**src/rtl/filter_pkg.sv**
```systemverilog
// Shared types and default widths for the filter output capture block.
package filter_pkg;

  // Frame capture state machine states
  typedef enum logic [1:0] {
    IDLE    = 2'd0,
    CAPTURE = 2'd1,
    DONE    = 2'd2
  } state_t;

  localparam int DATA_W_DEF = 33;
  localparam int OUT_W_DEF  = 16;

endpackage

```
**src/rtl/sync_fifo.sv**
```systemverilog
// First-word fall-through FIFO with extra pointer bit for full/empty.
// A write into a full FIFO succeeds only when a pop happens on the same edge.
module sync_fifo #(
  parameter int WIDTH = 16,
  parameter int DEPTH = 16
) (
  input  logic                     clk,
  input  logic                     rst_n,
  input  logic                     flush,
  input  logic                     wr_en,
  input  logic [WIDTH-1:0]         wr_data,
  input  logic                     rd_en,
  output logic [WIDTH-1:0]         rd_data,
  output logic                     full,
  output logic                     empty,
  output logic [$clog2(DEPTH):0]   level
);
  localparam int AW = $clog2(DEPTH);

  logic [WIDTH-1:0] mem [DEPTH];
  logic [AW:0]      wptr, rptr;
  logic             do_rd, do_wr;

  assign empty   = (wptr == rptr);
  assign full    = (wptr[AW] != rptr[AW]) && (wptr[AW-1:0] == rptr[AW-1:0]);
  assign level   = wptr - rptr;
  assign do_rd   = rd_en && !empty;
  assign do_wr   = wr_en && (!full || do_rd);
  // Head is gated so an empty FIFO shows zero rather than stale storage
  assign rd_data = empty ? '0 : mem[rptr[AW-1:0]];

  // Pointer update; flush empties the FIFO and overrides both ports
  always_ff @(posedge clk or negedge rst_n) begin
    if (!rst_n) begin
      wptr <= '0;
      rptr <= '0;
    end else if (flush) begin
      wptr <= '0;
      rptr <= '0;
    end else begin
      if (do_wr) wptr <= wptr + 1'b1;
      if (do_rd) rptr <= rptr + 1'b1;
    end
  end

  // Storage write; contents need no reset since pointers gate visibility
  always_ff @(posedge clk) begin
    if (do_wr && !flush) mem[wptr[AW-1:0]] <= wr_data;
  end

endmodule

```
**src/rtl/filter_out_capture.sv**
```systemverilog
// Captures one frame of filter output: round/shift/saturate each sample,
// register it, then push it into a FWFT FIFO for a downstream reader.
module filter_out_capture
  import filter_pkg::*;
#(
  parameter int DATA_W    = DATA_W_DEF,
  parameter int OUT_W     = OUT_W_DEF,
  parameter int SHIFT     = 15,
  parameter int DEPTH     = 16,
  parameter int FRAME_LEN = 129
) (
  input  logic                     clk,
  input  logic                     rst_n,
  input  logic [DATA_W-1:0]        data_in,
  input  logic                     valid_in,
  input  logic                     clr,
  input  logic                     rd_ready,
  output logic [OUT_W-1:0]         rd_data,
  output logic                     rd_valid,
  output logic [$clog2(DEPTH):0]   level,
  output logic                     overflow,
  output logic                     frame_done
);
  localparam int SUM_W = DATA_W + 1;
  localparam int CNT_W = $clog2(FRAME_LEN + 1);
  localparam logic signed [SUM_W-1:0] HALF = SUM_W'(1) << (SHIFT - 1);
  localparam logic signed [SUM_W-1:0] QMAX = SUM_W'((2 ** (OUT_W - 1)) - 1);
  localparam logic signed [SUM_W-1:0] QMIN = -QMAX - SUM_W'(1);

  state_t                   state;
  logic [CNT_W-1:0]         cnt, cnt_nxt;
  logic                     accept, pop;
  logic signed [SUM_W-1:0]  sum, shifted;
  logic [OUT_W-1:0]         q;
  logic                     s1_vld;
  logic [OUT_W-1:0]         s1_data;
  logic                     full, empty;

  // Samples arriving in DONE, or alongside clr, are discarded
  assign accept  = valid_in && (state != DONE) && !clr;
  assign pop     = rd_valid && rd_ready;
  assign cnt_nxt = cnt + 1'b1;

  // Round half up, arithmetic shift, then clamp to the output range
  always_comb begin
    sum     = $signed({data_in[DATA_W-1], data_in}) + HALF;
    shifted = sum >>> SHIFT;
    if (shifted > QMAX)      q = QMAX[OUT_W-1:0];
    else if (shifted < QMIN) q = QMIN[OUT_W-1:0];
    else                     q = shifted[OUT_W-1:0];
  end

  // Frame FSM and accepted-sample counter; frame_done is registered
  always_ff @(posedge clk or negedge rst_n) begin
    if (!rst_n) begin
      state      <= IDLE;
      cnt        <= '0;
      frame_done <= 1'b0;
    end else if (clr) begin
      state      <= IDLE;
      cnt        <= '0;
      frame_done <= 1'b0;
    end else if (accept) begin
      cnt <= cnt_nxt;
      if (cnt_nxt == CNT_W'(FRAME_LEN)) begin
        state      <= DONE;
        frame_done <= 1'b1;
      end else begin
        state <= CAPTURE;
      end
    end
  end

  // Stage 1: hold the quantized sample for one cycle before the FIFO write
  always_ff @(posedge clk or negedge rst_n) begin
    if (!rst_n) begin
      s1_vld  <= 1'b0;
      s1_data <= '0;
    end else begin
      s1_vld <= accept;
      if (accept) s1_data <= q;
    end
  end

  // Sticky drop flag: a stage-2 write found the FIFO full with no pop
  always_ff @(posedge clk or negedge rst_n) begin
    if (!rst_n)                          overflow <= 1'b0;
    else if (clr)                        overflow <= 1'b0;
    else if (s1_vld && full && !pop)     overflow <= 1'b1;
  end

  sync_fifo #(
    .WIDTH (OUT_W),
    .DEPTH (DEPTH)
  ) u_fifo (
    .clk     (clk),
    .rst_n   (rst_n),
    .flush   (clr),
    .wr_en   (s1_vld),
    .wr_data (s1_data),
    .rd_en   (rd_ready),
    .rd_data (rd_data),
    .full    (full),
    .empty   (empty),
    .level   (level)
  );

  assign rd_valid = !empty;

endmodule

```
**config.mk**
```make
export PLATFORM = sky130hd
export DESIGN_NAME = filter_out_capture
export DESIGN_NICKNAME = d
export VERILOG_FILES = /design/src/rtl/filter_pkg.sv /design/src/rtl/sync_fifo.sv /design/src/rtl/filter_out_capture.sv
export SDC_FILE = /design/constraint.sdc
export NUM_CORES = 1
export LEC_CHECK = 0
export CORE_AREA = 8 8 159 161
export CTS_BUF_LIST = sky130_fd_sc_hd__clkbuf_8
export DETAILED_ROUTE_END_ITERATION = 8
export DIE_AREA = 0 0 167 169
export GPL_TIMING_DRIVEN = 0
export PLACE_DENSITY = 0.81
export SLEW_MARGIN = 20
export SYNTH_ARGS = -nofsm -noshare
export SYNTH_HDL_FRONTEND = slang
export SYNTH_SLANG_ARGS = --single-unit
```
**constraint.sdc**
```tcl
create_clock -name clk -period 4.03 [get_ports clk]
set_input_delay 1.209 -clock clk [delete_from_list [all_inputs] [get_ports clk]]
set_output_delay 1.209 -clock clk [all_outputs]
set_load 0.05 [all_outputs]
```
; Yosys cells after proc, flatten, opt, wreduce, memory -nomap -nowiden
; Memory sizes are Yosys's and may differ from the RTL's.
; Index checks and enable logic that the tools add are counted.
[totals]
elab_cells = 59
ff_bits = 39
ramBits = 256
memories = 1
inputBits = 38
[memory_table]
columns = memory, depth, word_bits, rd, rd_ports_with_merged_regs, write_ports, line
row1 = u_fifo.mem, 16, 16, 1, 0, 1, sync_fifo.sv:20  ; logic [WIDTH-1:0] mem [DEPTH];
[op_classes]
add_sub_neg = 5
eq_ne = 5
magnitude_cmp = 2
mux = 19
reduce_logical = 19
[ops]
columns = operator, count
row1 = two-way mux 16 bit, 3
row2 = adder 33 x 16 -> 34 bit (second input constant), 1
row3 = two-way mux 5 bit, 4
row4 = > comparator 19 x 16 -> 1 bit (second input constant), 1
row5 = < comparator 19 x 16 -> 1 bit (second input constant), 1
row6 = two-way mux 8 bit, 2
row7 = adder 5 x 1 -> 5 bit (second input constant), 2
row8 = nonzero test 2 bit, 5
row9 = adder 8 x 1 -> 8 bit (second input constant), 1
row10 = == test 8 bit (second input constant), 1
row11 = logical AND 1 bit, 8
row12 = two-way mux 1 bit, 7
row13 = two-way mux 2 bit, 3
row14 = == test 5 bit, 1
row15 = subtractor 5 bit, 1
row16 = == test 4 bit, 1
row17 = logical NOT 1 bit, 4
row18 = inequality test 2 bit (second input constant), 1
row19 = AND reduction 2 bit, 1
row20 = logical OR 1 bit, 1
row21 = inequality test 1 bit, 1

; Logic depth before layout (Yosys ltp)
[depth]
word_depth = 8
depth_mapped = 9
ltp_nobuf = 7

; Hierarchy
; A second synthesis with hierarchy kept.
[hier_totals]
cells_unflattened = 726
hier_area_um2 = 12567.1
[modules_own_cells]
columns = mod, area_per_inst_um2, cells_each, n_inst
row1 = sync_fifo, 10724.0, 532, 1
row2 = filter_out_capture, 1843.0, 194, 1

; Least setup slack after synthesis
; OpenSTA, ideal clock, no wires.
[synth_timing]
path_kind = reg2out
start = reg u_fifo.rptr[2]
end = out rd_data[10]
arrival_ns = 2.931
setup_slack_ns = -0.110
required_time_ns = 2.821
stages_incl_launch_ff = 8
path_cell_list = dfrtp_1 -> inv_2 -> buf_1 -> ha_1 -> and4_1 -> nand2_1 -> clkbuf_1 -> and2_1
[synth_via]
elab_chain_cells = 2
word_cells_on_any_way = 3
classes_between = 1 x eq/ne / 1 x mux / 1 x memory
[synth_lines]
columns = element, line
row1 = "start, declared", sync_fifo.sv:21  ; logic [AW:0] wptr, rptr;
row2 = "start signal, assigned", sync_fifo.sv:42  ; if (do_rd) rptr <= rptr + 1'b1;
row3 = memory read (16 x 16 bit) / == test 5 bit (equally long branches), --
row4 = two-way mux 16 bit (*), sync_fifo.sv:30  ; assign rd_data = empty ? '0 : mem[rptr[AW-1:0]];
row5 = "end, declared", filter_out_capture.sv:18  ; output logic [OUT_W-1:0] rd_data,
; Every way passes the cells marked *; elsewhere a longest branch is shown, timed or not.

; Worst setup path in the final report
[layout_timing]
start = reg u_fifo.rptr[1]
end = out rd_data[14]
; The elaborated chain is that of the path after synthesis.

==> key figures <==
Power and ir drop
  – Peak supply drop: 240 uV
  – PD cells: 480 mW/mm2
  – Leak: 4.82 nW

Routing
  – Post-route ant nets: 0
  – TritonRoute pass-1 iters: 5
  – Iter 0 DRT Violations: 609
  – Total wire length: 27800 um
  – Vias per cell: 6.10
  – Wire length per cell: 25.3 um
  – DRC Markers: 0
  – Vias: 6692

Cells and area
  – Non-Filler Instances: 1097
  – Commonest non-fill, non-tap cell in the layout: edfxtp_1
  – Nets: 826
  – Design area: 0.0143 mm2
  – Reg area: 0.00867 mm2
  – Antenna diodes: 0
  – Area Overhead vs Synth: 16.9%
  – Share of cells above drive strength 1: 29.0%
  – Fill cells: 1509
  – Fin util: 62.4%
  – Area of the multi-input gates: 0.00343 mm2
  – Most frequent cells in the layout: edfxtp_1 (256), mux4_2 (80), clkbuf_8 (49)

Setup path
  – Critical Path Max Stage Delay: 0.53 ns
  – CP Data Required Time: 2.82 ns
  – Crit Path Category: reg2out
  – Slowest-stage cell, CP: mux4_2
  – Cell Chain, Critical Path: clkbuf_16 -> clkbuf_2 -> mux4_2 -> mux4_2 -> and2_1 -> buf_4
  – CP most frequent cell: mux4_2
  – Crit Path Max Fanout: 10
  – Crit path arrival time: 2.74 ns
  – Register-to-Register Setup Slack: 0.84 ns
  – CP Capture Type: output port
  – Startpoint types: register

Die
  – Initial Util: 53.4%
  – Die area: 0.0282 mm2
  – Row count: 56
  – Io pins: 62
  – Die height: 169 um
  – Core ar.: 0.0229 mm2
  – Die width: 167 um

Place
  – Post-DP HPWL: 18600 um
  – Post-Place Cells: 1014
  – Routability Congestion: 0.857
  – Port Buffer Count: 47
  – Cell Area, Placed: 0.0134 mm2

STA
  – Worst Skew: 0.0314 ns
  – RSZ-0062 raised after global routing: yes
  – Final clock period utilization by the worst path: 97.9%
  – Fin. Hold Viols: 0
  – Tmin final: 3.94 ns
  – Slew Limit Fails: 0
  – F_max: 254 MHz
  – Setup TNS: 0 ns
  – Setup Viol. Count Final: 0
  – Worst-Margin Slew: 0.702 ns
  – Worst slew margin: 53.2%

Logic synthesis
  – Yosys top cell area share: 62.8%
  – EDFF count, synth: 256
  – Unique masters post-synth: 54
  – Avg Inst Size Synth: 18.6 um2
  – Async set or reset register ratio after synthesis: 13.2%
  – Sequential-to-total area share from yosys stat: 70.8%
  – Cell accounting for the most synthesized area: edfxtp_1
  – Yosys reg bits: 295
  – Post-synthesis instance total: 656
  – Ys Warns: 0
  – Post-Syn Area: 0.0122 mm2
  – Post-synth top flop: edfxtp_1
  – Syn Nets: 707
  – Synth area leaders: edfxtp_1 (63%), mux4_2 (15%), dfrtp_1 (8.0%), nor2_1 (1.3%), xnor2_1 (1.3%)

Global route
  – Largest net degree at the start of global routing: 30
  – Initial antenna violation count: 0
  – Global-route wire length before repair: 41900 um
  – GRT overflow: 0
  – GRT Total Usage: 19.8%
  – Vias in the first global route: 7087

Clock network
  – H-tree depth: 2
  – Worst skew pair latency: 0.55 ns
  – CTS sink cnt: 295
  – Hold-fix buffers, CTS: 0
  – Max Root-Sink Buffers: 3
  – Root buffer cell: clkbuf_8
  – CTS Buf Count: 44
  – CTS tree: yes
  – Reg clk slew, reported paths: 0.06 ns

Hold path
  – Min-delay worst type: reg2reg

Outcome
  – Outcome: finished, final reports clean

Flow run
  – Max-cap violation count: 0
## flip-flops by register name, indices dropped and copies added (netlist names)
register     cells
u_fifo.rptr      5
overflow         1
u_fifo.mem     256
state            2
frame_done       1
s1_data         16
u_fifo.wptr      5
cnt              8
s1_vld           1
## cells by family (layout without fill, tap and decap cells)
family          after synthesis  count (layout)  share of synthesized area, %
compound gates               51              51                          3.20
simple gates                136             136                          5.90
xor+xnor                     31              31                          2.22
fa+ha+maj                    13              13                          1.39
mux                          82              82                          14.9
flops                       295             295                          70.8
buf+inv                      48             199                          1.57
## metrics by stage
stage / setup WS, ns / total power, mW / hold slack [ns]
after floorplan: 0.173 / 4.29 / 0.483
final: 0.0854 / 6.86 / 0.516
after detailed placement: -1.38 / 4.66 / 0.516
after global routing: -0.00457 / 7.10 / 0.532
after global placement: -1.84 / 4.62 / 0.497
after CTS: 0.00134 / 6.88 / 0.516
## cell type report
cell class                      count  area share (%)
Sequential cell                   295            60.6
Multi-Input combinational cell    313            24.0
Timing Repair Buffer               74            4.89
Clock buffer                       47            4.52
Tap cell                          290            2.54
Buffer                             26            1.73
Clock inverter                     31            1.13
Inverter                           21           0.586
## power breakdown
group	internal (mW)	leakage [nW]	switching [mW]	total [mW]
Clock	1.14	0.465	1.08	2.22
Sequential	3.45	2.79	0.138	3.59
Combinational	0.472	1.57	0.578	1.05
Total	5.07	4.82	1.80	6.86
## final timing paths
| check | start | endpoint | cells past startpoint |
|---|---|---|---|
| setup / recovery | u_fifo.rptr[1] | rd_data[14] | 6 |
| hold / removal | overflow | overflow | 2 |
| setup reg to reg | u_fifo.rptr[1] | u_fifo.mem[8][7] | 10 |
| hold reg to reg | overflow | overflow | 2 |
| max in group asynchronous | rst_n | s1_data[2] | 2 |
| min in group asynchronous | rst_n | cnt[4] | 1 |
## critical path: cells and delay by family, from the launching register on
kind          cells  cell delay, ns
flops             1            0.40
buf+inv           3            0.70
simple gates      1            0.19
mux               2            0.89
## Yosys cell counts, types with 3 or more instances
master,number
nor4_1,5
nand4_1,12
nor2_1,43
buf_1,4
nor3_1,11
clkbuf_1,16
a21oi_1,16
a311o_1,3
dfrtp_1,39
inv_1,20
nand3_1,4
nand2b_1,4
edfxtp_1,256
and2_1,19
mux4_2,80
ha_1,12
xor2_1,13
nand2_1,21
buf_2,6
a31oi_1,4
o22a_1,8
a221o_1,4
xnor2_1,18
## per-layer routing
metal / GRT usage, % / vias up / wire length, um
met5: 0 / - / 0
met4: 6.50 / 0 / 667
met3: 3.68 / 40 / 2110
met2: 36.1 / 367 / 14800
met1: 23.4 / 3408 / 10200
li1: - / 2877 / -
## repair_timing
action / 4_1_cts / 5_1_grt
endpoints found under the setup margin: 203 / 17
buffers inserted: 2 / 4
resized for setup: 153 / 7
(Power assumes the default switching activity.)
